File: src/rtl/indication_arb_pkg.sv
// Shared message layout and pointer helper for indication_pipe_arbiter.
// A message word is {v, meth, tag}, most significant field first.
package indication_arb_pkg;

  localparam int MSG_WIDTH  = 96;
  localparam int TAG_WIDTH  = 32;
  localparam int METH_WIDTH = 32;
  localparam int V_WIDTH    = 32;

  typedef struct packed {
    logic [V_WIDTH-1:0]    v;
    logic [METH_WIDTH-1:0] meth;
    logic [TAG_WIDTH-1:0]  tag;
  } msg_t;

  // Successor of idx in a ring of n positions.
  function automatic int next_ptr(input int idx, input int n);
    if (idx >= n - 32'sd1) begin
      return 32'sd0;
    end else begin
      return idx + 32'sd1;
    end
  endfunction

endpackage

File: src/rtl/rr_pick.sv
// Combinational round-robin picker: first set request at or above ptr,
// wrapping modulo N. Returns one-hot grant, its index and an any flag.
module rr_pick #(
  parameter int N  = 4,
  parameter int PW = $clog2(N)
) (
  input  logic [N-1:0]  req,
  input  logic [PW-1:0] ptr,
  output logic [N-1:0]  grant,
  output logic [PW-1:0] index,
  output logic          any
);

  int pos;

  // Scan the ring starting at ptr; the first hit wins.
  always_comb begin
    grant = '0;
    index = '0;
    any   = 1'b0;
    pos   = 32'sd0;
    for (int k = 0; k < N; k++) begin
      pos = (int'(ptr) + k >= N) ? (int'(ptr) + k - N) : (int'(ptr) + k);
      if (!any && req[pos]) begin
        any        = 1'b1;
        index      = PW'(pos);
        grant[pos] = 1'b1;
      end else begin
        any = any;
      end
    end
  end

endmodule

File: src/rtl/indication_pipe_arbiter.sv
// Shares one indication pipe between NREQ requesters through one-entry slots
// and a round-robin loaded output register. Optional grant trace: INDICATION_ARB_TRACE_EN.
module indication_pipe_arbiter
  import indication_arb_pkg::*;
#(
  parameter int NREQ  = 4,
  parameter int WIDTH = MSG_WIDTH
) (
  input  logic                  CLK,
  input  logic                  nRST,
  input  logic [NREQ-1:0]       req_enq__ENA,
  input  logic [NREQ*WIDTH-1:0] req_enq_v,
  output logic [NREQ-1:0]       req_enq__RDY,
  output logic                  pipe_enq__ENA,
  output logic [WIDTH-1:0]      pipe_enq_v,
  input  logic                  pipe_enq__RDY
);

  localparam int PW = $clog2(NREQ);

  logic [WIDTH-1:0] slot_data_r [NREQ];
  logic [NREQ-1:0]  slot_full_r;
  logic [WIDTH-1:0] out_data_r;
  logic             out_valid_r;
  logic [PW-1:0]    rr_ptr_r;

  logic [NREQ-1:0]  accept_s;
  logic [NREQ-1:0]  pick_grant_s;
  logic [PW-1:0]    pick_idx_s;
  logic             pick_any_s;
  logic             can_load_s;
  logic             load_s;

  // Ready depends only on slot state, never on the downstream ready.
  assign req_enq__RDY  = ~slot_full_r;
  assign accept_s      = req_enq__ENA & ~slot_full_r;
  assign can_load_s    = ~out_valid_r | pipe_enq__RDY;
  assign load_s        = can_load_s & pick_any_s;
  assign pipe_enq__ENA = out_valid_r;
  assign pipe_enq_v    = out_valid_r ? out_data_r : {WIDTH{1'b0}};

  rr_pick #(
    .N  (NREQ),
    .PW (PW)
  ) u_pick (
    .req   (slot_full_r),
    .ptr   (rr_ptr_r),
    .grant (pick_grant_s),
    .index (pick_idx_s),
    .any   (pick_any_s)
  );

  // Holding slots: capture on accept, release when granted.
  always_ff @(posedge CLK or negedge nRST) begin
    if (!nRST) begin
      slot_full_r <= '0;
      for (int i = 0; i < NREQ; i++) begin
        slot_data_r[i] <= '0;
      end
    end else begin
      slot_full_r <= (slot_full_r & ~(pick_grant_s & {NREQ{load_s}})) | accept_s;
      for (int i = 0; i < NREQ; i++) begin
        if (accept_s[i]) begin
          slot_data_r[i] <= req_enq_v[i*WIDTH +: WIDTH];
        end else begin
          slot_data_r[i] <= slot_data_r[i];
        end
      end
    end
  end

  // Output register and round-robin pointer; a drain and a load may coincide.
  always_ff @(posedge CLK or negedge nRST) begin
    if (!nRST) begin
      out_valid_r <= 1'b0;
      out_data_r  <= '0;
      rr_ptr_r    <= '0;
    end else if (load_s) begin
      out_valid_r <= 1'b1;
      out_data_r  <= slot_data_r[pick_idx_s];
      rr_ptr_r    <= PW'(next_ptr(int'(pick_idx_s), NREQ));
    end else if (can_load_s) begin
      out_valid_r <= 1'b0;
      out_data_r  <= '0;
      rr_ptr_r    <= rr_ptr_r;
    end else begin
      out_valid_r <= out_valid_r;
      out_data_r  <= out_data_r;
      rr_ptr_r    <= rr_ptr_r;
    end
  end

`ifdef INDICATION_ARB_TRACE_EN
  // Grant trace, printing the tag of the word being loaded.
  always_ff @(posedge CLK) begin
    if (nRST && load_s) begin
      $display("[indication_pipe_arbiter] grant %d tag %d", pick_idx_s,
               slot_data_r[pick_idx_s][31:0]);
    end else begin
    end
  end
`endif

endmodule
File: config.mk
export PLATFORM = sky130hd
export DESIGN_NAME = indication_pipe_arbiter
export DESIGN_NICKNAME = d
export VERILOG_FILES = /design/src/rtl/indication_arb_pkg.sv /design/src/rtl/rr_pick.sv /design/src/rtl/indication_pipe_arbiter.sv
export SDC_FILE = /design/constraint.sdc
export NUM_CORES = 1
export LEC_CHECK = 0
export BUFFER_PORTS_ARGS = -buffer_cell sky130_fd_sc_hd__buf_2
export CAP_MARGIN = 20
export CORE_UTILIZATION = 45
export CTS_CLUSTER_DIAMETER = 40
export DETAILED_ROUTE_END_ITERATION = 6
export PLACE_DENSITY = 0.65
export SLEW_MARGIN = 5
export SYNTH_ARGS = -nofsm -noshare
export SYNTH_HDL_FRONTEND = slang
export SYNTH_SLANG_ARGS = --single-unit
File: constraint.sdc
create_clock -name CLK -period 7.1 [get_ports CLK]
set_input_delay 0.355 -clock CLK [delete_from_list [all_inputs] [get_ports CLK]]
set_output_delay 0.355 -clock CLK [all_outputs]
set_load 0.02 [all_outputs]
### Yosys cells after proc, flatten, opt, wreduce, memory -nomap -nowiden

Index checks and enable logic that the tools add are counted.

* bits in registers: 487
* bits in latches: 0
* RAM bits: 0
* ROM bits: 0
* input port bits: 391
* output and inout bits: 101
* logic and storage cells: 99
* memories kept: 0

* add/sub/neg operators: 8
* multipliers: 0
* div/mod/pow operators: 0
* magnitude comparators: 14
* eq/ne operators: 0
* shifts and indexed selects: 0
* multiplexer cells: 45
* bitwise gates (word level): 13
* reductions and logical operators: 11

Operators by type and width (count)
* $mux W96: 5
* $bmux W96 S2: 1
* $ge A32 B1 Y1 const B: 4
* $lt A32 B4 Y1 const B: 4
* $mux W32: 4
* $ge A32 B4 Y1 const B: 3
* $sub A32 B4 Y32 const B: 3
* $mux W1: 18
* $mux W4: 4
* $or A4 B4 Y4: 4
* $and A4 B4 Y4: 3
* $mux W2: 5
* $bmux W1 S2: 4
* $demux W1 S2: 4
* $not A4 Y4: 2
* $logic_and A1 B1 Y1: 7
* $add A2 B2 Y3 const B: 2
* $sub A2 B3 Y4 const B: 1
* $add A2 B1 Y3 const B: 1
* $ge A2 B3 Y1 const B: 1
* $ge A3 B3 Y1 const B: 1
* $logic_not A1 Y1: 3
* $not A2 Y3: 1
* $add A2 B1 Y2 const B: 1
* 5 further kinds: 5

### Depth between registers and ports, before layout

Gate-level depths: netlist of the first run.

* word-level depth: 20
* depth in mapped cells: 12
* depth with buffers taken out: 8

### Modules after synthesis

A second synthesis of the first run with hierarchy kept.

* cell total of the unflattened synthesis: 1641
* area total of the unflattened synthesis: 22781.8 µm²

By module, submodules not included
* indication_pipe_arbiter: times used 1, cells an instance 1593, area each 22321.4 µm², seq. area each 12186.7 µm²
* rr_pick: times used 1, cells an instance 48, area each 460.4 µm², seq. area each 0.0 µm²

### Least setup slack after synthesis of the first run

Ideal clock, no wire load.

* kind: reg-to-reg
* start point: reg rr_ptr_r[0]
* end point: reg out_data_r[66]
* setup time: 124 ps
* arrival time: 2754 ps
* required time: 6976 ps
* path slack: 4222 ps
* cell stages (with the launch flop): 13
* buffers on the path: 4
* clock period less this slack: 2878 ps
* cells stage by stage: dfrtp_1 > inv_1 > ha_1 > clkbuf_1 > mux4_2 > o21bai_4 > and2_1 > buf_2 > buf_6 > buf_6 > a22oi_1 > a31oi_1 > a211o_1

* word-level cells in the longest chain between the ends: 20
* elaborated cells between the ends (all ways): 48
* classes of those cells: 7 x add/sub; 4 x order compare; 28 x mux; 2 x bitwise; 7 x reduce/logical

RTL lines
* start: declaration: RTL line indication_pipe_arbiter.sv:25 `logic [PW-1:0] rr_ptr_r;`
* start signal: assignment: RTL line indication_pipe_arbiter.sv:81 `rr_ptr_r <= PW'(next_ptr(int'(pick_idx_s), NREQ));`
* start signal: assignment: RTL line indication_pipe_arbiter.sv:85 `rr_ptr_r <= rr_ptr_r;`
* start signal: assignment: RTL line indication_pipe_arbiter.sv:89 `rr_ptr_r <= rr_ptr_r;`
* parallel branches: the longest is 20 deep, another holds $sub A32 B4 Y32
* end signal: assignment: RTL line indication_pipe_arbiter.sv:80 `out_data_r <= slot_data_r[pick_idx_s];`
* end signal: assignment: RTL line indication_pipe_arbiter.sv:88 `out_data_r <= out_data_r;`
* end: declaration: RTL line indication_pipe_arbiter.sv:23 `logic [WIDTH-1:0] out_data_r;`

Several ways; the timed one is not identified. The select of a mux whose other input is x is not followed.
A chain may end at the register's enable or synchronous reset.

### Worst setup path after layout of the first run

* start point: reg rr_ptr_r[0]
* end point: reg out_data_r[20]

The elaborated chain is that of the path after synthesis.

==> impl_metrics.ini, run 1 <==
[clock_tree]
cts_hold_buffers = 374
cts_sinks = 487
htree_levels = 3
cts.reportedPaths.clkPinSlew_ns = 0.06
clock_path_buffers = 3
clock_tree_from_tritoncts = yes
cts_buffer_count = 85
count_of_buffers_added_by_post_cts_timing_repair_for_setup = 0
insertion_delay_ns = 0.61
ctsResizeCount = 0
clock_tree.root_cell = clkbuf_16

[setup_path]
worstPathMaxFanout = 220
critical_path_arrival_ns = 4.67
cp-start-kind = flip-flop
cell_breakdown_of_the_critical_path = buf_12 -> mux4_2 -> nor2_1 -> and2_4 -> buf_4 -> a22oi_1 -> a31oi_1 -> a211o_1
critical-path-slowest-cell = and2_4
criticalPathCategory = reg2reg
critical_path_required_ns = 7.64
crit_path_end_kind = flip-flop
crit_path_max_incr_delay_ns = 0.78

[floorplanning]
floorplan.initialDensity = 0.4553
floorplan.core_area_mm2 = 0.05381
fp.dieArea_mm2 = 0.05538
die_x_um = 235.3
std_cell_rows = 85
pin_count = 492
floorplan.die.height_um = 235.3

[yosys]
synthesis.instances = 2101
synth-edff-count = 0
synthesis.area_per_instance_um2 = 11.66
synth_cell_type_count = 51
synth_top_flop_cell = dfrtp_1
sequential_fraction_of_the_synthesis_area = 0.4974
netlist_area_mm2 = 0.02450
synth_fp_nets = 2496
synth-warning-count = 0
ys_async_sr_fraction = 1.000
ys_ff_latch = 487

[sta]
setup_viol = 0
grt_setup_unrepaired = false
maxSlewHeadroom = 0.06041
post-route-worst-setup-slack_ns = 2.967
post-route-min-period_ns = 4.133
post-route-period-util = 0.5821
tightest_slew_ns = 1.409
post_route_setup_tns_ns = 0
report.final.slew_viol_count = 0
maxClockFrequency_mhz = 242.0
finalHoldViolations = 0
fin_worst_skew_ns = 0.02501

[placed_design]
detailedPlace.worstSlack_ns = 2.760
detailedPlacementHpwl_um = 50540
finalWeightedCongestion = 0.8470
port-buffer-count = 491

[pwr]
power_density_mw_per_mm2 = 502.0
max_rail_drop_vdd_v = 0.0003553
power_leakage_uw = 0.01554
power_switching_uw = 6876
netSwitchingFraction = 0.4005
power.share.combinational = 0.444
seq_power_share = 0.307
power.share.clock = 0.249
power_report.internal_total_uw = 10290

[global_route]
via_count_of_the_first_global_routing_pass = 22615
grt-ovfl-total = 0
grt_antenna_before_repair = 21
grt_pass1_wl_um = 132500
grt_util_all_layers = 0.3076
grt_start_max_net_pins = 221

[status]
outcome = complete, but fails checks
violations = design-rule violations

[final_layout]
final_common_cell = buf_2
highest_count_cells_in_the_layout_ignoring_fill_and_taps = buf_2, dfrtp_1, mux2_2, dlygate4sd3_1
drive_gt1_frac = 0.3788
design.final.nets = 3284
flow.area_growth_from_synthesis_pct = 39.56

[min_path]
holdCritPathClass = in2reg

[drt]
routed-via-count = 21942
routed_via_density = 5.969
postRouteAntennaNets = 0
drtPass1Iterations = 7
detail_route.drc_violations = 1
drt_first_iter_violations = 2051
detail_route.wirelength_um = 86390
avgRoutedWirePerCell_um = 23.50

[flow_run]
max_cap_violations = 0
[final timing paths]
kind,to,depth (start not counted),start,slack (ns)
max,out_data_r[20]$_DFFE_PN0P_,8,rr_ptr_r[0]$_DFFE_PN0P_,2.97
min,slot_data_r[171]$_DFFE_PN0P_,2,req_enq_v[267],0.01
max reg2reg,out_data_r[20]$_DFFE_PN0P_,8,rr_ptr_r[0]$_DFFE_PN0P_,2.97
min reg2reg,slot_data_r[200]$_DFFE_PN0P_,1,slot_data_r[200]$_DFFE_PN0P_,0.53
max in group asynchronous,slot_data_r[167]$_DFFE_PN0P_,3,nRST,5.22
min in group asynchronous,slot_data_r[22]$_DFFE_PN0P_,2,nRST,0.43
[cells in the mapped netlist, drive strengths merged (5+ instances only)]
cell type,count,area (um^2)
a2111oi,96,1022
clkbuf,130,488.0
a211o,97,849.6
and2,97,606.8
nor2b,5,33.78
mux2i,97,970.9
nor2,194,730.7
buf,67,444.2
a21oi,6,33.78
dfrtp,487,12190
mux2,384,4324
a31oi,96,600.6
a22oi,96,770.7
inv,8,30.03
nand3,194,970.9
[critical path: cells and delay by family (launching register included)]
kind	cells	cell delay, ns
AO/OA/AOI/OAI	3	0.70
AND/OR/NAND/NOR	2	1.03
multiplexers	1	0.71
flip-flops	1	0.42
buffers and inverters	2	1.10
[state kept, by name (all words and copies together) (netlist names)]
register	count
slot_data_r	384
out_data_r	96
slot_full_r	4
rr_ptr_r	2
pipe_enq__ENA	1
[metal layers]
layer,wire [um],vias to the layer above,global-route usage,share of wire
met1,34960,11016,0.3928,0.40
met3,7118,261,0.07634,0.082
li1,-,9498,-,-
met4,3444,6,0.1309,0.040
met5,34,-,0,0.00039
met2,40830,1161,0.4976,0.47
[power groups by stage]
stage,sequential [uW],combinational (uW),clock (uW)
floorplan,4900,5580,0
global placement,5170,7100,0
detailed placement,5250,7320,0
CTS,5210,7530,4310
global route,5420,8170,4440
finish,5270,7630,4270
[metrics by stage]
| step | util | std cells | hold WS (ns) | total power [uW] | area, um^2 |
|---|---|---|---|---|---|
| 3_5_place_dp | 0.5077 | 3120 | 0.5217 | 12580 | 27320 |
| 6_report | 0.6354 | 3676 | 0.01273 | 17170 | 34190 |
| 4_1_cts | 0.6329 | 3649 | 0.0001260 | 17050 | 34060 |
| 3_3_place_gp | 0.5072 | 3119 | 0.5127 | 12260 | 27290 |
| 2_1_floorplan | - | 2101 | 0.05941 | 10490 | 24500 |
| 5_1_grt | 0.6351 | 3669 | 0.01013 | 18030 | 34180 |
[cell type report]
class / instances / area, um^2
antenna: 23 / 57.56
clock buffer: 102 / 2366
clock inverter: 53 / 631.9
fill: 4023 / 19620
inverter: 8 / 32.53
multi-input combinational: 1409 / 11440
sequential: 487 / 12190
tap: 696 / 870.8
timing repair buffer: 898 / 6599
[cell families after synthesis]
family	after synthesis	share of synthesized area
xor+xnor	1	0.0003575
simple gates	500	0.09805
flops	487	0.4974
buf+inv	205	0.03927
mux	485	0.2198
fa+ha+maj	4	0.002043
compound gates	419	0.1431
Power figures use the tool's default switching activity.
==> run 2: changes to the inputs <==
Settings changed: PLACE_DENSITY 0.65 to 0.68.
Clock period 7.1 ns to 3.77 ns, I/O delays scaled along.
==> impl_metrics.ini, run 2 (synthesis gave the netlist of run 1 again) <==
[placed_design]
post_dp_cell_area_mm2 = 0.02760
finalWeightedCongestion = 0.8412
detailedPlacementHpwl_um = 52030
port-buffer-count = 491

[clock_tree]
clock_path_buffers = 3
ctsResizeCount = 0
clock_tree.root_cell = clkbuf_16
insertion_delay_ns = 0.63
cts_buffer_count = 84
clock_tree_from_tritoncts = yes
htree_levels = 3
cts_sinks = 487
cts.reportedPaths.clkPinSlew_ns = 0.06

[pwr]
max_rail_drop_vdd_v = 0.0006781
power.share.clock = 0.253
power.share.combinational = 0.446
power_density_mw_per_mm2 = 952.5
power_report.internal_total_uw = 19790
power_switching_uw = 13200
power_leakage_uw = 0.01575
seq_power_share = 0.302
netSwitchingFraction = 0.4000

[final_layout]
max_flop_register = slot_data_r
drive_gt1_frac = 0.3801
highest_count_cells_in_the_layout_ignoring_fill_and_taps = buf_2, dfrtp_1, dlygate4sd3_1, mux2_2
flow.area_growth_from_synthesis_pct = 41.35
largest_registers = slot_data_r (384), out_data_r (96), slot_full_r (4)
final_common_cell = buf_2
largest_register_ff_count = 384
final_cell_area_mm2 = 0.03463
final_core_utilization = 0.6436
design.final.nets = 3317

[sta]
grt_setup_unrepaired = false
post-route-period-util = 0.9192
tightest_slew_ns = 1.031
maxSlewHeadroom = 0.3127
post-route-min-period_ns = 3.465
maxClockFrequency_mhz = 288.6
fin_worst_skew_ns = 0.02535
report.final.slew_viol_count = 0
post_route_setup_tns_ns = 0
finalHoldViolations = 0
setup_viol = 0

[global_route]
gr-max-usage-layer = met2
gr-usage-met2 = 0.5294
gr-usage-met1 = 0.3975
grt_util_all_layers = 0.3240
grt_start_max_net_pins = 110
via_count_of_the_first_global_routing_pass = 23366
grt_antenna_before_repair = 15
grt_pass1_wl_um = 138900
met3_demand_to_capacity_share_in_global_routing = 0.08314
grt-ovfl-total = 0

[setup_path]
critical_path_arrival_ns = 4.03
criticalPathCategory = reg2reg
crit_path_end_kind = flip-flop
critical_path_required_ns = 4.33
worstPathMaxFanout = 47
worstReg2RegEnd = out_data_r[4]$_DFFE_PN0P_
worst_reg2reg_path_depth = 8
r2r-start = rr_ptr_r[0]$_DFFE_PN0P_
ff2ff_setup_slack_ns = 0.30
cp-start-kind = flip-flop

[drt]
drtPass1Iterations = 6
drt_first_iter_violations = 2140
routed_via_density = 6.048
postRouteAntennaNets = 0
detail_route.drc_violations = 0
detail_route.wirelength_um = 89770
routed-via-count = 22384
avgRoutedWirePerCell_um = 24.25

[floorplanning]
floorplan.core_area_mm2 = 0.05381
floorplan.die.height_um = 235.3
pin_count = 492
floorplan.initialDensity = 0.4553
die_x_um = 235.3
std_cell_rows = 85
fp.dieArea_mm2 = 0.05538

[status]
outcome = finished clean

[min_path]
holdCritPathClass = in2async

[flow_run]
max_cap_violations = 0
## run 2: changes by cell type in the layout (fill, tap and decap cells not counted), moves of 2 or more
cell	delta
clkinv_8	+2
clkinv_2	-3
clkbuf_16	-2
diode_2	-9
inv_6	-4
buf_16	-3
inv_8	+4
clkbuf_1	+3
clkinv_4	-5
dlygate4sd3_1	+14
bufinv_16	+5
buf_12	+11
buf_4	+12
## run 2: area by class of cell
class,count,area (um^2)
Multi-Input combinational cell,1409,11440
Fill cell,3872,19180
Sequential cell,487,12190
Tap cell,696,870.8
Inverter,8,31.28
Antenna cell,14,35.03
Clock inverter,52,768.2
Timing Repair Buffer,932,6967
Clock buffer,103,2327
## run 2: timing repair
item	in CTS	in global routing
hold endpoints to repair	489	0
buffers inserted	0	0
hold buffers	390	0
## run 2: routing by layer
layer  vias up  routed length (um)
met4         6                4548
met1     11162               34700
met2      1316               42950
li1       9565                   -
met3       335                7531
met5         -                  38
## run 2: worst max-delay path by stage
stage | end | slack [ns] | depth (start not counted) | start
after floorplan | out_data_r[66]$_DFFE_PN0P_ | 0.89 | 12 | rr_ptr_r[0]$_DFFE_PN0P_
after global placement | out_data_r[36]$_DFFE_PN0P_ | 0.44 | 8 | rr_ptr_r[0]$_DFFE_PN0P_
after detailed placement | out_data_r[45]$_DFFE_PN0P_ | 0.32 | 10 | rr_ptr_r[0]$_DFFE_PN0P_
after CTS | out_data_r[45]$_DFFE_PN0P_ | 0.35 | 8 | rr_ptr_r[0]$_DFFE_PN0P_
after global routing | out_data_r[30]$_DFFE_PN0P_ | 0.09 | 10 | rr_ptr_r[0]$_DFFE_PN0P_
final | out_data_r[4]$_DFFE_PN0P_ | 0.30 | 8 | rr_ptr_r[0]$_DFFE_PN0P_
## run 2: per-stage QoR
stage	total power (uW)	hold slack (ns)	setup slack, ns	cells
6_report	32990	0.2432	0.3048	3701
5_1_grt	34640	0.2998	0.08869	3699
4_1_cts	32750	0.2745	0.3522	3687
2_1_floorplan	19750	-0.1071	0.8920	2101
3_3_place_gp	23410	0.3324	0.4400	3142
3_5_place_dp	23980	0.3454	0.3189	3142
## run 2: power by group through the flow
stage	logic (uW)	clock network, uW	registers [uW]
3_3_place_gp	13700	0	9720
5_1_grt	15700	8680	10200
6_report	14700	8340	9950
3_5_place_dp	14100	0	9880
2_1_floorplan	10500	0	9230
4_1_cts	14500	8410	9820
## run 2: worst max-delay path, cell delays in order, from the launching register on
cell and delay (ns):
dfrtp_4 0.45, buf_4 0.45, mux4_2 0.69, o21bai_4 0.26
nand2_4 0.41, buf_12 0.27, nor2_1 0.06, a2111oi_0 0.59
a211o_1 0.18
==> run 3: changes to the inputs <==
Settings changed: CTS_BUF_LIST from default to sky130_fd_sc_hd__clkbuf_8 sky130_fd_sc_hd__clkbuf_16.
==> impl_metrics.ini, run 3 (synthesis gave the netlist of run 1 again) <==
[flow_run]
max_cap_violations = 0

[clock_tree]
htree_levels = 3
insertion_delay_ns = 0.63
cts_buffer_count = 84
cts_sinks = 487
clock_tree_from_tritoncts = yes
count_of_buffers_added_by_post_cts_timing_repair_for_setup = 0
clock_path_buffers = 3
clock_tree.root_cell = clkbuf_16
cts.reportedPaths.clkPinSlew_ns = 0.06

[floorplanning]
floorplan.initialDensity = 0.4553
pin_count = 492
floorplan.die.height_um = 235.3
floorplan.core_area_mm2 = 0.05381
fp.dieArea_mm2 = 0.05538
die_x_um = 235.3
std_cell_rows = 85

[final_layout]
n_fill_cell = 3871
largest_register_ff_count = 384
flow.area_growth_from_synthesis_pct = 41.36
final_common_cell = buf_2
max_flop_register = slot_data_r
area_of_the_multi_input_gates_mm2 = 0.01144
highest_count_cells_in_the_layout_ignoring_fill_and_taps = buf_2, dfrtp_1, dlygate4sd3_1, mux2_2
seqCellArea_mm2 = 0.01219
design.final.nets = 3317
drive_gt1_frac = 0.3801
largest_registers = slot_data_r (384), out_data_r (96), slot_full_r (4)

[global_route]
grt-ovfl-total = 0
grt_pass1_wl_um = 138800
grt_start_max_net_pins = 110
grt_antenna_before_repair = 15
grt_util_all_layers = 0.3239
via_count_of_the_first_global_routing_pass = 23362

[drt]
drt_first_iter_violations = 2076
drtPass1Iterations = 6
avgRoutedWirePerCell_um = 24.19
routed-via-count = 22381
routed_via_density = 6.046
detail_route.wirelength_um = 89570
postRouteAntennaNets = 0
detail_route.drc_violations = 0

[sta]
post-route-min-period_ns = 3.500
tightest_slew_ns = 1.026
fin_worst_hold_slack_ns = 0.2318
fin_worst_skew_ns = 0.02446
grt_setup_unrepaired = false
report.final.slew_viol_count = 0
post-route-period-util = 0.9284
post_route_setup_tns_ns = 0
setup_viol = 0
finalHoldViolations = 0
maxClockFrequency_mhz = 285.7
maxSlewHeadroom = 0.3162

[pwr]
power_density_mw_per_mm2 = 951.8
max_rail_drop_vdd_v = 0.0006789
power_leakage_uw = 0.01577

[setup_path]
cp-start-kind = flip-flop
critical_path_required_ns = 4.33
timing.critical_path.from = rr_ptr_r[0]$_DFFE_PN0P_
r2r-start = rr_ptr_r[0]$_DFFE_PN0P_
critical_path_arrival_ns = 4.06
ff2ff_setup_slack_ns = 0.27
criticalPathCategory = reg2reg
worstPathMaxFanout = 47
crit_path_end_kind = flip-flop

[min_path]
holdCritPathClass = in2async

[status]
outcome = finished clean

[placed_design]
detailedPlacementHpwl_um = 52030
finalWeightedCongestion = 0.8412
port-buffer-count = 491
[run 3: power by group]
part / total, uW / leakage [uW] / switching, uW / internal (uW)
clock network: 8320 / 0.00151 / 2860 / 5450
registers: 9950 / 0.00581 / 2010 / 7930
logic: 14700 / 0.00845 / 8320 / 6390
total: 33000 / 0.0158 / 13200 / 19800
[run 3: routing by layer]
layer,up-vias,wire length [um],GRT usage
met4,6,4490,0.1640
met5,-,38,0
met2,1285,42970,0.5294
met3,332,7523,0.08314
met1,11200,34550,0.3974
li1,9558,-,-
[run 3: cell type report]
class | count | area share
repair buffers | 932 | 0.2011
diodes | 15 | 0.001084
clock buffers | 96 | 0.06643
multi-input cells | 1409 | 0.3304
well taps | 696 | 0.02514
inverters | 8 | 0.0009031
flip-flops and latches | 487 | 0.3520
clock inverters | 59 | 0.02294
[run 3: worst max-delay path, stage by stage (launching register included)]
cell and delay (ns):
dfrtp_4 0.45, buf_4 0.45, mux4_2 0.69, o21bai_4 0.26
nand2_4 0.41, buf_12 0.28, nor2_1 0.06, a2111oi_0 0.62
a211o_1 0.18
[run 3: worst paths after layout]
path | end | depth (start not counted)
worst max-delay path | out_data_r[4]$_DFFE_PN0P_ | 8
worst min-delay path | slot_data_r[119]$_DFFE_PN0P_ | 2
worst min register to register | slot_data_r[163]$_DFFE_PN0P_ | 1
min in group CLK | slot_data_r[72]$_DFFE_PN0P_ | 3
worst max register to register | out_data_r[4]$_DFFE_PN0P_ | 8
max in group asynchronous | pipe_enq__ENA$_DFFE_PN0P_ | 4
[run 3: repair_timing]
action,4_1_cts,5_1_grt
hold buffers,390,0
hold endpoints to repair,489,0
resized for setup,0,0
[run 3: metrics by stage]
step | total power (uW) | cells | util | setup WS (ns) | area [um^2]
3_3_place_gp | 23410 | 3142 | 0.5129 | 0.4400 | 27600
3_5_place_dp | 23980 | 3142 | 0.5129 | 0.3189 | 27600
2_1_floorplan | 19750 | 2101 | - | 0.8920 | 24500
5_1_grt | 34620 | 3699 | 0.6435 | 0.08869 | 34630
4_1_cts | 32730 | 3687 | 0.6429 | 0.3522 | 34600
6_report | 32970 | 3702 | 0.6436 | 0.2700 | 34640
